==> config.mk <==
export PLATFORM = sky130hd
export DESIGN_NAME = uart_rx
export DESIGN_NICKNAME = d
export VERILOG_FILES = /design/src/rtl/uart_pkg.sv /design/src/rtl/uart_fifo.sv /design/src/rtl/uart_rx.sv
export SDC_FILE = /design/constraint.sdc
export NUM_CORES = 1
export LEC_CHECK = 0
export ABC_AREA = 0
export CELL_PAD_IN_SITES_DETAIL_PLACEMENT = 0
export CELL_PAD_IN_SITES_GLOBAL_PLACEMENT = 1
export CORE_MARGIN = 2
export CORE_UTILIZATION = 52
export CTS_BUF_LIST = sky130_fd_sc_hd__clkbuf_8
export DETAILED_ROUTE_END_ITERATION = 12
export GPL_TIMING_DRIVEN = 0
export PLACE_DENSITY_LB_ADDON = 0.1
export SLEW_MARGIN = 10
export SYNTH_ARGS = -nofsm -noshare
export SYNTH_HDL_FRONTEND = slang
export SYNTH_HIERARCHICAL = 1
export SYNTH_SLANG_ARGS = --single-unit
export TNS_END_PERCENT = 50
==> constraint.sdc <==
create_clock -name clk -period 3.44 [get_ports clk]
set_input_delay 0.344 -clock clk [delete_from_list [all_inputs] [get_ports clk]]
set_output_delay 0.344 -clock clk [all_outputs]
set_load 0.01 [all_outputs]
==> src/rtl/uart_pkg.sv <==
// uart_pkg: types and constants shared by the UART receiver and its FIFO.
// Optional feature macro: UART_RX_PARITY_EN adds the PAR state (even parity).
package uart_pkg;

  localparam int DATA_W         = 8;
  localparam int DEF_FIFO_DEPTH = 16;
  localparam int DEF_DIV_W      = 16;

  typedef enum logic [2:0] {
    IDLE,
    START,
    DATA,
`ifdef UART_RX_PARITY_EN
    PAR,
`endif
    STOP
  } uart_state_t;

endpackage

==> src/rtl/uart_fifo.sv <==
// uart_fifo: synchronous first-word-fall-through byte FIFO, power-of-two depth.
// A push while full is accepted only when a pop frees the head slot in the same cycle.
module uart_fifo
  import uart_pkg::*;
#(
  parameter int DEPTH = DEF_FIFO_DEPTH
) (
  input  logic                     clk,
  input  logic                     reset,
  input  logic                     i_push,
  input  logic [DATA_W-1:0]        i_pushData,
  input  logic                     i_pop,
  output logic [DATA_W-1:0]        o_data,
  output logic                     o_valid,
  output logic [$clog2(DEPTH):0]   o_count,
  output logic                     o_full
);

  localparam int AW = $clog2(DEPTH);
  localparam logic [AW:0] FULL_CNT = (AW+1)'(DEPTH);

  logic [DATA_W-1:0] r_mem [DEPTH];
  logic [AW-1:0]     r_wrPtr;
  logic [AW-1:0]     r_rdPtr;
  logic [AW:0]       r_count;
  logic              w_empty;
  logic              w_full;
  logic              w_doRd;
  logic              w_doWr;

  assign w_empty = (r_count == '0);
  assign w_full  = (r_count == FULL_CNT);
  assign w_doRd  = i_pop && !w_empty;
  assign w_doWr  = i_push && (!w_full || w_doRd);

  // Pointers wrap naturally at the power-of-two depth; occupancy tracks push/pop balance
  always_ff @(posedge clk) begin
    if (!reset) begin
      r_wrPtr <= '0;
      r_rdPtr <= '0;
      r_count <= '0;
    end else begin
      if (w_doWr) r_wrPtr <= r_wrPtr + 1'b1;
      if (w_doRd) r_rdPtr <= r_rdPtr + 1'b1;
      case ({w_doWr, w_doRd})
        2'b10:   r_count <= r_count + 1'b1;
        2'b01:   r_count <= r_count - 1'b1;
        default: r_count <= r_count;
      endcase
    end
  end

  // Storage needs no reset because empty slots are never presented at the output
  always_ff @(posedge clk) begin
    if (w_doWr) r_mem[r_wrPtr] <= i_pushData;
  end

  assign o_data  = w_empty ? '0 : r_mem[r_rdPtr];
  assign o_valid = !w_empty;
  assign o_count = r_count;
  assign o_full  = w_full;

endmodule

==> src/rtl/uart_rx.sv <==
// uart_rx: oversampling-free UART receiver (8 data bits, 1 stop) feeding a FWFT FIFO.
// Optional feature macro: UART_RX_PARITY_EN adds an even-parity bit and the par_err flag.
module uart_rx
  import uart_pkg::*;
#(
  parameter int FIFO_DEPTH = DEF_FIFO_DEPTH,
  parameter int DIV_W      = DEF_DIV_W
) (
  input  logic                          clk,
  input  logic                          reset,
  input  logic                          RX,
  input  logic [DIV_W-1:0]              div,
  input  logic                          rd_en,
  output logic [DATA_W-1:0]             rd_data,
  output logic                          rd_valid,
  output logic [$clog2(FIFO_DEPTH):0]   count,
  input  logic                          clr_err,
  output logic                          ovr_err,
  output logic                          frm_err
`ifdef UART_RX_PARITY_EN
  ,
  output logic                          par_err
`endif
);

  uart_state_t       r_state, w_stateNext;
  logic              r_rxMeta, r_rxSync;
  logic [1:0]        r_vld;
  logic              r_armed, w_armedNext;
  logic [DIV_W-1:0]  r_div, w_divNext;
  logic [DIV_W-1:0]  r_cnt, w_cntNext;
  logic [2:0]        r_bitIdx, w_bitNext;
  logic [DATA_W-1:0] r_shift, w_shiftNext;
  logic              r_ovr, r_frm;
  logic              w_push, w_frmSet, w_ovrSet, w_full, w_expired;
`ifdef UART_RX_PARITY_EN
  logic              r_parOk, w_parOkNext, w_parSet, r_par;
`endif

  assign w_expired = (r_cnt == '0);

  // Two-flop synchronizer; r_vld marks when r_rxSync reflects the real line rather than reset
  always_ff @(posedge clk) begin
    if (!reset) begin
      r_rxMeta <= 1'b1;
      r_rxSync <= 1'b1;
      r_vld    <= 2'b00;
    end else begin
      r_rxMeta <= RX;
      r_rxSync <= r_rxMeta;
      r_vld    <= {r_vld[0], 1'b1};
    end
  end

  // State register
  always_ff @(posedge clk) begin
    if (!reset) r_state <= IDLE;
    else        r_state <= w_stateNext;
  end

  // Next-state and datapath decisions; a start is only taken once the line was seen idle-high
  always_comb begin
    w_stateNext = r_state;
    w_armedNext = r_armed;
    w_divNext   = r_div;
    w_cntNext   = r_cnt;
    w_bitNext   = r_bitIdx;
    w_shiftNext = r_shift;
    w_push      = 1'b0;
    w_frmSet    = 1'b0;
`ifdef UART_RX_PARITY_EN
    w_parOkNext = r_parOk;
    w_parSet    = 1'b0;
`endif
    case (r_state)
      IDLE: begin
        if (r_armed && !r_rxSync) begin
          w_stateNext = START;
          w_armedNext = 1'b0;
          w_divNext   = div;
          w_cntNext   = div >> 1;
        end else if (r_vld[1] && r_rxSync) begin
          w_armedNext = 1'b1;
        end
      end
      START: begin
        if (!w_expired) begin
          w_cntNext = r_cnt - 1'b1;
        end else if (!r_rxSync) begin
          w_stateNext = DATA;
          w_cntNext   = r_div;
          w_bitNext   = '0;
        end else begin
          w_stateNext = IDLE;
        end
      end
      DATA: begin
        if (!w_expired) begin
          w_cntNext = r_cnt - 1'b1;
        end else begin
          w_shiftNext = {r_rxSync, r_shift[DATA_W-1:1]};
          w_cntNext   = r_div;
          w_bitNext   = r_bitIdx + 1'b1;
          if (r_bitIdx == 3'(DATA_W-1)) begin
`ifdef UART_RX_PARITY_EN
            w_stateNext = PAR;
`else
            w_stateNext = STOP;
`endif
          end
        end
      end
`ifdef UART_RX_PARITY_EN
      PAR: begin
        if (!w_expired) begin
          w_cntNext = r_cnt - 1'b1;
        end else begin
          w_parOkNext = (r_rxSync == ^r_shift);
          w_parSet    = (r_rxSync != ^r_shift);
          w_cntNext   = r_div;
          w_stateNext = STOP;
        end
      end
`endif
      STOP: begin
        if (!w_expired) begin
          w_cntNext = r_cnt - 1'b1;
        end else begin
          w_stateNext = IDLE;
          if (r_rxSync) begin
`ifdef UART_RX_PARITY_EN
            w_push = r_parOk;
`else
            w_push = 1'b1;
`endif
          end else begin
            w_frmSet = 1'b1;
          end
        end
      end
      default: w_stateNext = IDLE;
    endcase
  end

  // Frame datapath registers follow the values chosen above
  always_ff @(posedge clk) begin
    if (!reset) begin
      r_armed  <= 1'b0;
      r_div    <= '0;
      r_cnt    <= '0;
      r_bitIdx <= '0;
      r_shift  <= '0;
`ifdef UART_RX_PARITY_EN
      r_parOk  <= 1'b1;
`endif
    end else begin
      r_armed  <= w_armedNext;
      r_div    <= w_divNext;
      r_cnt    <= w_cntNext;
      r_bitIdx <= w_bitNext;
      r_shift  <= w_shiftNext;
`ifdef UART_RX_PARITY_EN
      r_parOk  <= w_parOkNext;
`endif
    end
  end

  assign w_ovrSet = w_push && w_full && !rd_en;

  // Sticky error flags; a new error in the same cycle as clr_err keeps the flag set
  always_ff @(posedge clk) begin
    if (!reset) begin
      r_ovr <= 1'b0;
      r_frm <= 1'b0;
`ifdef UART_RX_PARITY_EN
      r_par <= 1'b0;
`endif
    end else begin
      if (w_ovrSet)     r_ovr <= 1'b1;
      else if (clr_err) r_ovr <= 1'b0;
      if (w_frmSet)     r_frm <= 1'b1;
      else if (clr_err) r_frm <= 1'b0;
`ifdef UART_RX_PARITY_EN
      if (w_parSet)     r_par <= 1'b1;
      else if (clr_err) r_par <= 1'b0;
`endif
    end
  end

  assign ovr_err = r_ovr;
  assign frm_err = r_frm;
`ifdef UART_RX_PARITY_EN
  assign par_err = r_par;
`endif

  uart_fifo #(.DEPTH(FIFO_DEPTH)) u_fifo (
    .clk       (clk),
    .reset     (reset),
    .i_push    (w_push),
    .i_pushData(r_shift),
    .i_pop     (rd_en),
    .o_data    (rd_data),
    .o_valid   (rd_valid),
    .o_count   (count),
    .o_full    (w_full)
  );

endmodule

==> results_dict.tcl <==
set metrics [dict create \
    status "completed" \
    final_layout_size_suffix_gt1_frac 0.157 \
    peakVddDrop_v 0.000269 \
    tns_ns 0 \
    grt_usage 0.215 \
    cts_buffer_depth 2 \
    cp-end-kind "output port" \
    vias_per_cell 5.76 \
    syn_to_final_growth_pct 12.8 \
    drt_pass1_iterations 5 \
    tightest_slew_ns 0.896 \
    grt_pass1_wl_um 29000 \
    grt_pass1_vias 5367 \
    power_mw 5.56 \
    cp_slowest_stage_delay_ns 0.66 \
    crit_end "rd_data[7]" \
    ys_seq_elements 197 \
    synthFlopType "edfxtp_1" \
    initial_core_util 0.528 \
    synth.mux.area_fraction 0.101 \
    path_cells "or4_1 > buf_6 > nor2_1 > a211oi_1 > clkdlybuf4s50_1" \
    startpoint_type "register" \
    die_w_um 133 \
    wl_per_cell_um 19.3 \
    hold_buffers 0 \
    yosysUniqueCellTypes 60 \
    gp_congestion 0.817 \
    vias 5413 \
    rsz0062_at_grt "no" \
    die_height_um 133 \
    core.rowCount 47 \
    grt_max_degree 19 \
    tritoncts "built" \
    fin_hold_ws_ns 0.415 \
    clk_pin_slew_ns 0.09 \
    synth_edf_count 128 \
    crit_type "reg2out" \
    dieArea_sq_um 17800 \
    remaining_drc_errors 0 \
    p_per_area_nw_per_um2 568 \
    synth_fa_ha_area_frac 0.0268 \
    ys_seq_area_frac 0.602 \
    numClockSinks 197 \
    clk-insertion-delay-late_ns 0.48 \
    synthSimpleGateAreaFrac 0.111 \
    final_cells 940 \
    r2r_slack_ns 0.21 \
    finalCritPeriodShare 0.944 \
    num_antenna_cells 0 \
    clock_skew_ns 0.0181 \
    fin_nets 746 \
    drt_iter0_drc 319 \
    coreArea_sq_um 16500 \
    synthArstFlopShare 0 \
    port_buffers 36 \
    antenna_found_initial 0 \
    dp.cells 908 \
    ys_warn_count 6 \
    cp_max_fo 9 \
    grt-ovfl-total 0 \
    timing.slew.headroom 0.400 \
    slew_violations 0 \
    syn_area_sq_um 8690 \
    reg2regPathDepth 14 \
    cts-root-buf "clkbuf_8" \
    ant_nets 0 \
    hp-class "reg2reg" \
    synth-xor-area-share 0.0151 \
    crit_start "u_fifo/o_count[0]" \
    multiInputGateArea_sq_um 3210 \
    synth_top_family_by_area "simple AND/OR/NAND/NOR gates" \
    wl_um 18200 \
    cp.arrival_ns 2.90 \
    cts_buffers 17 \
    clock.fmax_mhz 308 \
    hpwlAfterDp_um 12700 \
    critical_path.slowest_cell "nor2_1" \
    setup_viol_count_final 0 \
    fillers 1353 \
    htree_levels 4 \
    regArea_sq_um 5230 \
    reg2reg_from "r_cnt[0]" \
    layout_min_cycle_time_ns 3.25 \
    synth_fp_nets 687 \
    required_ns 3.10 \
    ios 37 \
    hold_viol 0 \
    worstReg2RegEnd "u_fifo/o_count[4]" \
    synth_cells 648 \
    drv_cap 0 \
    avgSynthCellArea_sq_um 13.4 \
    synth-compound-area-share 0.109 \
    leakage_nw 3.27 \
]
==> power by group <==
part	switching (mW)	internal, mW	leakage [nW]
registers	0.0600	2.54	1.74
logic	0.799	0.681	1.32
clock network	0.801	0.684	0.215
==> sequential cells by signal, indices dropped and copies added, names as in the netlist, named ones only <==
signal and flops:
u_fifo/r_mem 128, r_cnt 16, r_div 16, r_shift 8, u_fifo/o_count 5, u_fifo/r_rdPtr 4, u_fifo/r_wrPtr 4, r_bitIdx 3
r_state 2, r_vld 2, frm_err 1, ovr_err 1, r_armed 1, r_rxMeta 1, r_rxSync 1
==> placed cells by master, fill, tap and decap left out, types with 4 or more instances in the layout <==
| cell | synthesis | layout |
|---|---|---|
| a211oi_1 | 23 | 22 |
| a21boi_0 | 24 | 24 |
| a21oi_1 | 12 | 11 |
| a21oi_2 | 3 | 4 |
| a22o_1 | 6 | 6 |
| a32o_1 | 8 | 8 |
| and2_1 | 14 | 13 |
| buf_2 | 9 | 8 |
| buf_4 | 4 | 8 |
| buf_6 | 6 | 6 |
| clkbuf_1 | 18 | 18 |
| clkbuf_8 | 0 | 19 |
| clkdlybuf4s50_1 | 0 | 36 |
| dfxtp_1 | 69 | 69 |
| edfxtp_1 | 128 | 128 |
| ha_1 | 17 | 17 |
| inv_1 | 20 | 23 |
| mux2i_1 | 16 | 16 |
| mux4_2 | 32 | 32 |
| nand2_1 | 58 | 58 |
| nand2b_1 | 12 | 12 |
| nand3_1 | 12 | 12 |
| nand4_1 | 4 | 4 |
| nor2_1 | 23 | 23 |
| nor2b_1 | 16 | 16 |
| nor3_1 | 6 | 6 |
| nor4_2 | 4 | 8 |
| o21a_1 | 4 | 4 |
| o21ai_0 | 23 | 23 |
| o2bb2ai_1 | 7 | 7 |
| or4_1 | 5 | 5 |
| xnor2_1 | 13 | 13 |
==> cell usage after synthesis, types with 4 or more instances <==
cell type	n	area [sq um]
edfxtp_1	128	3840
dfxtp_1	69	1380
nand2_1	58	218
mux4_2	32	721
a21boi_0	24	180
a211oi_1	23	173
nor2_1	23	86.3
o21ai_0	23	115
inv_1	20	75.1
clkbuf_1	18	67.6
ha_1	17	213
mux2i_1	16	160
nor2b_1	16	100
and2_1	14	87.6
xnor2_1	13	114
a21oi_1	12	60.1
nand2b_1	12	75.1
nand3_1	12	60.1
buf_2	9	45.0
a32o_1	8	80.1
o2bb2ai_1	7	61.3
a22o_1	6	52.6
buf_6	6	67.6
nor3_1	6	30.0
nor4_1	6	37.5
or4_1	5	37.5
a21boi_1	4	30.0
buf_4	4	30.0
nand4_1	4	25.0
nor4_2	4	50.1
o21a_1	4	30.0
==> what timing repair did <==
item | 4_1_cts | 5_1_grt
endpoints found under the setup margin | 1 | 6
pin swaps | 0 | 0
gates resized for setup | 1 | 6
setup buffers | 0 | 0
==> area by class of cell <==
class,instances,share of cell area
Multi-Input combinational cell,390,0.327
Buffer,41,0.0235
Timing Repair Buffer,40,0.0399
Clock buffer,19,0.0267
Tap cell,220,0.0281
Clock inverter,13,0.0134
Sequential cell,197,0.533
Inverter,20,0.00766
==> cells by family (layout without fill, tap and decap cells) <==
group / count (synthesis) / after routing
XOR/XNOR: 15 / 15
buffers and inverters: 61 / 133
flip-flops: 197 / 197
multiplexers: 48 / 48
AND/OR/NAND/NOR: 179 / 179
AO/OA/AOI/OAI: 130 / 130
adder cells (fa/ha/maj): 18 / 18
==> metal layers <==
| layer | GRT usage | share of wire | vias up |
|---|---|---|---|
| li1 | - | - | 2558 |
| met2 | 0.362 | 0.50 | 120 |
| met3 | 0.0381 | 0.035 | 25 |
| met1 | 0.284 | 0.44 | 2710 |
| met4 | 0.0745 | 0.017 | 0 |
| met5 | 0 | 0 | - |
==> critical path, delay by kind of cell (launching register included) <==
kind | cells | cell delay (ns)
flip-flops | 1 | 0.38
buffers and inverters | 2 | 0.69
AO/OA/AOI/OAI | 1 | 0.16
AND/OR/NAND/NOR | 2 | 1.21
==> stage by stage <==
stage	instance area [sq um]	setup WS, ns	util
floorplan	8690	0.399	-
global placement	9320	-0.407	0.566
detailed placement	9380	-0.0168	0.569
CTS	9770	0.0236	0.594
global route	9790	0.00622	0.595
finish	9790	0.192	0.595
==> worst min-delay path by stage <==
stage | start | slack (ns) | end | cells after the start
detailed placement | r_rxMeta | 0.40 | r_rxSync | 1
global placement | r_rxMeta | 0.39 | r_rxSync | 1
global route | RX | 0.42 | r_rxMeta | 2
CTS | RX | 0.40 | r_rxMeta | 2
floorplan | reset | 0.37 | r_vld[0] | 0
finish | r_rxMeta | 0.41 | r_rxSync | 1
Power figures use the tool's default switching activity.
